File: src/rtl/cash_accumulator.sv
// cash_accumulator: payment-session FSM that totals validated notes against a latched bill.
// Define CASH_ACC_TIMEOUT_EN to add an inactivity timeout that refunds an abandoned session.
module cash_accumulator #(
  parameter int VW          = 10,
  parameter int AW          = 14,
  parameter int TIMEOUT_CYC = 1000
) (
  input  logic          clk,
  input  logic          reset,
  input  logic          bill_load,
  input  logic [AW-1:0] bill_amount,
  input  logic          note_valid,
  input  logic [VW-1:0] note_value,
  input  logic          cancel,
  output logic          note_accept,
  output logic          note_reject,
  output logic [AW-1:0] paid_total,
  output logic [AW-1:0] change_due,
  output logic          pay_done,
  output logic          refund_req,
  output logic          busy
);

  typedef enum logic [1:0] {
    IDLE,
    COLLECT,
    DONE,
    REFUND
  } state_t;

  state_t        state_q;
  logic [AW-1:0] bill_q;
  logic [AW-1:0] paidTotal_q;
  logic [AW-1:0] changeDue_q;
  logic          noteAccept_q;
  logic          noteReject_q;
  logic          payDone_q;
  logic          refundReq_q;

  logic [AW:0]   noteSum;
  logic          noteOk;
  logic          timeoutHit;
  logic          abortReq;

  function automatic logic isLegal(input logic [VW-1:0] v);
    return (v == VW'(10))  || (v == VW'(20))  || (v == VW'(50)) ||
           (v == VW'(100)) || (v == VW'(200)) || (v == VW'(500));
  endfunction

  // One extra bit on the sum exposes overflow of the accumulator width.
  assign noteSum  = {1'b0, paidTotal_q} + (AW+1)'(note_value);
  assign noteOk   = isLegal(note_value) && !noteSum[AW];
  assign abortReq = cancel || timeoutHit;

`ifdef CASH_ACC_TIMEOUT_EN
  localparam int CW = $clog2(TIMEOUT_CYC + 1);
  logic [CW-1:0] idleCnt_q;

  always_ff @(posedge clk or posedge reset) begin
    if (reset) begin
      idleCnt_q <= '0;
    end else if (state_q != COLLECT || note_valid) begin
      idleCnt_q <= '0;
    end else if (idleCnt_q != CW'(TIMEOUT_CYC)) begin
      idleCnt_q <= idleCnt_q + CW'(1);
    end
  end

  assign timeoutHit = (state_q == COLLECT) && (idleCnt_q == CW'(TIMEOUT_CYC));
`else
  assign timeoutHit = 1'b0;
  if (TIMEOUT_CYC < 1) begin : gBadTimeout
  end
`endif

  // Pulse outputs default low each cycle; a completed payment outranks a late cancel.
  always_ff @(posedge clk or posedge reset) begin
    if (reset) begin
      state_q      <= IDLE;
      bill_q       <= '0;
      paidTotal_q  <= '0;
      changeDue_q  <= '0;
      noteAccept_q <= 1'b0;
      noteReject_q <= 1'b0;
      payDone_q    <= 1'b0;
      refundReq_q  <= 1'b0;
    end else begin
      noteAccept_q <= 1'b0;
      noteReject_q <= 1'b0;
      payDone_q    <= 1'b0;
      refundReq_q  <= 1'b0;
      case (state_q)
        IDLE: begin
          noteReject_q <= note_valid;
          if (bill_load && bill_amount != '0) begin
            bill_q      <= bill_amount;
            paidTotal_q <= '0;
            changeDue_q <= '0;
            state_q     <= COLLECT;
          end
        end
        COLLECT: begin
          if (paidTotal_q >= bill_q) begin
            state_q      <= DONE;
            payDone_q    <= 1'b1;
            changeDue_q  <= paidTotal_q - bill_q;
            noteReject_q <= note_valid;
          end else if (abortReq) begin
            state_q      <= REFUND;
            refundReq_q  <= 1'b1;
            noteReject_q <= note_valid;
          end else if (note_valid) begin
            if (noteOk) begin
              noteAccept_q <= 1'b1;
              paidTotal_q  <= noteSum[AW-1:0];
            end else begin
              noteReject_q <= 1'b1;
            end
          end
        end
        DONE: begin
          noteReject_q <= note_valid;
          state_q      <= IDLE;
        end
        REFUND: begin
          noteReject_q <= note_valid;
          state_q      <= IDLE;
        end
        default: state_q <= IDLE;
      endcase
    end
  end

  assign note_accept = noteAccept_q;
  assign note_reject = noteReject_q;
  assign paid_total  = paidTotal_q;
  assign change_due  = changeDue_q;
  assign pay_done    = payDone_q;
  assign refund_req  = refundReq_q;
  assign busy        = (state_q != IDLE);

endmodule
File: config.mk
export PLATFORM = sky130hd
export DESIGN_NAME = cash_accumulator
export DESIGN_NICKNAME = d
export VERILOG_FILES = /design/src/rtl/cash_accumulator.sv
export SDC_FILE = /design/constraint.sdc
export NUM_CORES = 1
export LEC_CHECK = 0
export CORE_MARGIN = 1.5
export CORE_UTILIZATION = 50
export CTS_BUF_LIST = sky130_fd_sc_hd__clkbuf_8
export CTS_CLUSTER_DIAMETER = 60
export DETAILED_ROUTE_END_ITERATION = 16
export PLACE_DENSITY = 0.79
export REMOVE_ABC_BUFFERS = 1
export SLEW_MARGIN = 20
export SYNTH_ARGS = -nofsm -noshare
export SYNTH_HDL_FRONTEND = slang
export SYNTH_SLANG_ARGS = --single-unit
File: constraint.sdc
create_clock -name clk -period 8.3 [get_ports clk]
set_clock_uncertainty 0.2 [all_clocks]
set_input_delay 1.245 -clock clk [delete_from_list [all_inputs] [get_ports clk]]
set_output_delay 1.245 -clock clk [all_outputs]
set_load 0.01 [all_outputs]
==> results.toml, run 1 <==
[grt]
use_met3 = 0.0385
grt_antenna_before_repair = 0
grtUsageTotal = 0.239
grt_first_pass_wirelength_um = 12200
grt_max_degree = 49
grt_overflow = 0
grt_pass1_vias = 2557
grt_use_met2 = 0.376
use_met1 = 0.334
grt.busiest_layer = "met2"

[floorplanning]
die-area_um2 = 6790
io_pins = 62
die_x_um = 82.4
start_util = 0.526
core_um2 = 5990
fp.dieH_um = 82.4
rows = 28

[final_layout]
stdcell_count = 477
nets = 456
final_core_util = 0.652
mostFrequentLayoutCells = "61 x clkdlybuf4s50_1, 48 x dfrtp_1, 33 x inv_1, 33 x o21ai_0, 29 x nand2_1"
area_growth_pct = 23.9
final_common_cell = "clkdlybuf4s50_1"
num_antenna_cells = 0
drive_gt1_frac = 0.0522

[synth]
synth_edf_count = 0
synthDominantCellAreaShare = 0.381
avgSynthCellArea_um2 = 9.22
yosys_warnings = 0
yosys.cell_types.count = 58
yosysSeqAreaShare = 0.381
synth_top_area_cell = "dfrtp_1"
ys.flop_type = "dfrtp_1"
ys_ff_latch = 48
synth_cells = 342
syn_area_um2 = 3150
synth_area_leaders = "dfrtp_1 38%, ha_1 9.5%, o21ai_0 5.2%"
async_flop_share = 1.00

[status]
status = "finished, final reports clean"

[timing]
worst_pin_slew_ps = 819
finalCriticalPeriod_ps = 4620
hold_violations = 0
setup_violations = 0
fin_crit_sh = 0.556
max-slew-margin-rel = 0.453
setup_tns_ps = 0
fmax_ghz = 0.217
rsz0062_at_grt = "no"
maxSlewViolCount = 0

[cts]
postCtsSetupBuffers = 0
cts.sinks = 48
cts_buffers = 5
cts_tree = "built"
postCtsHoldBufs = 0
h-tree-depth = 2
cts_buffer_depth = 2
path_clk_slew_ps = 90
cts-resized-gates = 0
root_buffer = "clkbuf_8"
worstSkewPairLatency_ps = 300

[flow_run]
cap_violations = 0

[worst_setup_path]
path_max_fanout = 31
crit_type = "in2reg"
critPathRequiredTime_ps = 8290
worst_ep_arrival_time_ps = 4610
critPathCaptureType = "flop"
crit_path_start_kind = "input pin"

[detailed_routing]
ant_nets = 0
vias = 2715
avgRoutedWirePerCell_um = 15.5
drc = 0
drtIter0Drc = 166
via_per_inst = 5.69
drt_pass1_iterations = 5
drt-total-wl_um = 7380

[place]
dp_cells = 469
dp.final_hpwl_um = 5650
place_congestion = 0.898
io_buffers = 61

[power_and_ir_drop]
powerDensity_nw_per_um2 = 361
finalPower_w = 0.00141
ir_worst_vdd_mv = 0.166
p_leak_nw = 1.78

[worst_hold_path]
hp-class = "reg2reg"
-- sequential cells by signal (all words and copies together) (netlist names) --
register     count
change_due      14
note_reject      1
paid_total      14
bill_q          14
pay_done         1
state_q          2
refund_req       1
note_accept      1
-- cells by family (layout without fill, tap and decap cells) --
group / Yosys count / count (layout) / share of synthesized area
XOR/XNOR: 16 / 16 / 0.0444
adder cells (fa/ha/maj): 26 / 26 / 0.108
AND/OR/NAND/NOR: 111 / 111 / 0.185
flip-flops: 48 / 48 / 0.381
multiplexers: 12 / 12 / 0.0476
AO/OA/AOI/OAI: 88 / 88 / 0.182
buffers and inverters: 41 / 101 / 0.0516
-- critical path, cell delays in order --
cell	delay, ps
clkdlybuf4s50_1	460
nor4_1	510
nand4_1	170
nand3_1	640
inv_1	610
or2_1	600
mux2_4	370
-- cell type report --
class | instances | area (um^2)
Fill cell | 481 | 2080
Multi-Input combinational cell | 253 | 1790
Sequential cell | 48 | 1200
Timing Repair Buffer | 61 | 611
Inverter | 32 | 121
Tap cell | 75 | 93.8
Clock buffer | 6 | 82.6
Clock inverter | 2 | 7.51
-- worst paths after layout --
path | startpoint | endpoint | cells after the start | slack (ps)
min in group asynchronous | reset | pay_done$_DFF_PP0_ | 2 | 1180
max in group asynchronous | reset | note_accept$_DFF_PP0_ | 2 | 6220
setup reg to reg | paid_total[0]$_DFFE_PP0P_ | paid_total[3]$_DFFE_PP0P_ | 11 | 4320
setup / recovery | bill_amount[6] | paid_total[3]$_DFFE_PP0P_ | 7 | 3680
hold / removal | change_due[8]$_DFFE_PP0P_ | change_due[8]$_DFFE_PP0P_ | 2 | 310
hold reg to reg | change_due[8]$_DFFE_PP0P_ | change_due[8]$_DFFE_PP0P_ | 2 | 310
-- per-layer routing --
metal  wire [um]  up-vias
met3         369       11
met2        3330       75
met5           0        -
li1            -     1333
met4         110        0
met1        3570     1296
-- cells in the mapped netlist (4+ instances only) --
master	instances
a21oi_1	18
nor4_1	4
inv_1	32
nor2_1	16
mux2_4	6
clkbuf_1	7
a21o_1	5
ha_1	24
xnor2_1	6
nand2_1	29
o21ai_0	33
nand2b_1	6
nor2b_1	6
nor3_1	9
dfrtp_1	48
xor2_1	10
nand3_1	19
mux2i_1	6
a31oi_1	4
-- power by group --
part / internal [W] / total [W] / switching, W
Clock: 0.0000657 / 0.000145 / 0.0000789
Sequential: 0.000320 / 0.000380 / 0.0000598
Combinational: 0.000416 / 0.000886 / 0.000470
-- per-stage QoR --
stage	setup slack, ps	hold WS (ps)	area (um^2)
after floorplan	4350	250	3110
after global placement	3600	261	3810
after detailed placement	3430	290	3810
after CTS	3760	310	3910
after global routing	3430	338	3910
final	3680	311	3910
Note: power is estimated with default switching activity, not from simulation.
==> inputs of run 2 (changes only) <==
==> constraint.sdc (replaced) <==
create_clock -name clk -period 4.5 [get_ports clk]
set_clock_uncertainty 0.2 [all_clocks]
set_input_delay 0.675 -clock clk [delete_from_list [all_inputs] [get_ports clk]]
set_output_delay 0.675 -clock clk [all_outputs]
set_load 0.01 [all_outputs]
==> results.toml, run 2 (synthesis results as in run 1) <==
[timing]
fin_hold_ws_ps = 293
setup_tns_ps = 0
worst_pin_slew_ps = 822
max-slew-margin-rel = 0.451
fmax_ghz = 0.264
finalCriticalPeriod_ps = 3790
maxSlewViolCount = 0
hold_violations = 0
rsz0062_at_grt = "no"
setup_violations = 0
fin_crit_sh = 0.843

[power_and_ir_drop]
p_leak_nw = 1.80
p_clk_frac = 0.105
powerDensity_nw_per_um2 = 666
comb_power_share = 0.629
switchingPower_w = 0.00112
switching_share = 0.428
ir_worst_vdd_mv = 0.433
p_int_w = 0.00150
sequentialPowerShare = 0.266

[cts]
cts_tree = "built"
cts_buffers = 5
cts.sinks = 48
root_buffer = "clkbuf_8"
cts_buffer_depth = 2
path_clk_slew_ps = 80
worstSkewPairLatency_ps = 300
h-tree-depth = 2
postCtsHoldBufs = 0
postCtsSetupBuffers = 0
cts-resized-gates = 0

[grt]
grt_max_degree = 49
grt_first_pass_wirelength_um = 12000
grtUsageTotal = 0.232
grt_pass1_vias = 2643
grt_antenna_before_repair = 0
grt_overflow = 0

[detailed_routing]
ant_nets = 0
avgRoutedWirePerCell_um = 14.9
drtIter0Drc = 146
via_per_inst = 5.77
drt_pass1_iterations = 5
vias = 2770
drt-total-wl_um = 7140
drc = 0

[worst_setup_path]
worst_ep_arrival_time_ps = 3820
crit_chain = "inv_1, ha_1, inv_1, fa_1, a21o_1, a2111o_1, a221oi_4, nand3_4, nor4_4, or2_1, buf_4, mux2i_1"
crit_type = "reg2reg"
critPathRequiredTime_ps = 4520
reg2reg_depth = 12
critPathCaptureType = "flop"
rr_startpoint = "paid_total[0]$_DFFE_PP0P_"
rrSetupSlack_ps = 710
cp_slowest_cell = "or2_1"
path_max_fanout = 10
slowest_delay_ps = 520
timing.critical_path.mode_cell = "inv_1"
crit_path_start_kind = "flop"
r2r-end = "paid_total[1]$_DFFE_PP0P_"

[final_layout]
multi_input_area_um2 = 1790
seqCellArea_um2 = 1200
fill_cells = 492
num_antenna_cells = 0
drive_gt1_frac = 0.0642
mostFrequentLayoutCells = "61 x clkdlybuf4s50_1, 48 x dfrtp_1, 33 x o21ai_0, 31 x inv_1, 29 x nand2_1"
area_growth_pct = 25.0
final_common_cell = "clkdlybuf4s50_1"
nets = 460

[floorplanning]
die-area_um2 = 6790
die_x_um = 82.4
fp.dieH_um = 82.4
start_util = 0.526
core_um2 = 5990
rows = 28
io_pins = 62

[place]
dp.final_hpwl_um = 5500
place_congestion = 0.899
io_buffers = 61

[worst_hold_path]
hp-class = "reg2reg"
hold_end = "bill_q[0]$_DFFE_PP0P_"
min-delay-start = "bill_q[0]$_DFFE_PP0P_"
whs_path_depth = 2

[flow_run]
cap_violations = 0

[status]
status = "finished, final reports clean"
-- run 2: how the worst max path moves through the flow --
stage	from	to	slack, ps	cells after the start
floorplan	paid_total[0]$_DFFE_PP0P_	paid_total[2]$_DFFE_PP0P_	870	11
global placement	note_value[0]	paid_total[4]$_DFFE_PP0P_	610	10
detailed placement	note_value[0]	paid_total[3]$_DFFE_PP0P_	550	10
CTS	paid_total[0]$_DFFE_PP0P_	paid_total[1]$_DFFE_PP0P_	730	12
global route	paid_total[0]$_DFFE_PP0P_	paid_total[1]$_DFFE_PP0P_	520	12
finish	paid_total[0]$_DFFE_PP0P_	paid_total[1]$_DFFE_PP0P_	710	12
-- run 2: metrics by stage --
stage,utilization,total power (W),std cells,instance area (um^2),worst slack [ps]
3_3_place_gp,0.642,0.00230,473,3840,613
3_5_place_dp,0.642,0.00234,473,3840,545
4_1_cts,0.658,0.00263,480,3940,725
6_report,0.658,0.00263,480,3940,706
5_1_grt,0.658,0.00287,480,3940,520
2_1_floorplan,-,0.00184,333,3110,867
-- run 2: worst max-delay path, delay by kind of cell, from the launching register on --
| kind | cells | cell delay (ps) |
|---|---|---|
| muxes | 1 | 180 |
| adders and majority gates | 2 | 570 |
| and+or+nand+nor | 3 | 970 |
| AOI/OAI and AO/OA | 3 | 990 |
| buffers and inverters | 3 | 380 |
| DFF | 1 | 430 |
-- run 2: layout make-up --
type | instances | area share
repair buffers | 65 | 0.162
clock buffers | 7 | 0.0244
flip-flops and latches | 48 | 0.305
multi-input cells | 253 | 0.454
inverters | 32 | 0.0308
well taps | 75 | 0.0238
-- run 2: power groups by stage --
stage	Sequential [W]	Combinational (W)	Clock [W]
after detailed placement	0.000709	0.00164	0
final	0.000700	0.00165	0.000275
after floorplan	0.000721	0.00112	0
after CTS	0.000701	0.00165	0.000279
after global routing	0.000721	0.00185	0.000295
after global placement	0.000704	0.00160	0
-- run 2: per-layer routing --
metal	GRT usage	wire length, um
met4	0.0763	140
met2	0.376	3220
met3	0.0396	376
met1	0.314	3400
met5	0	0
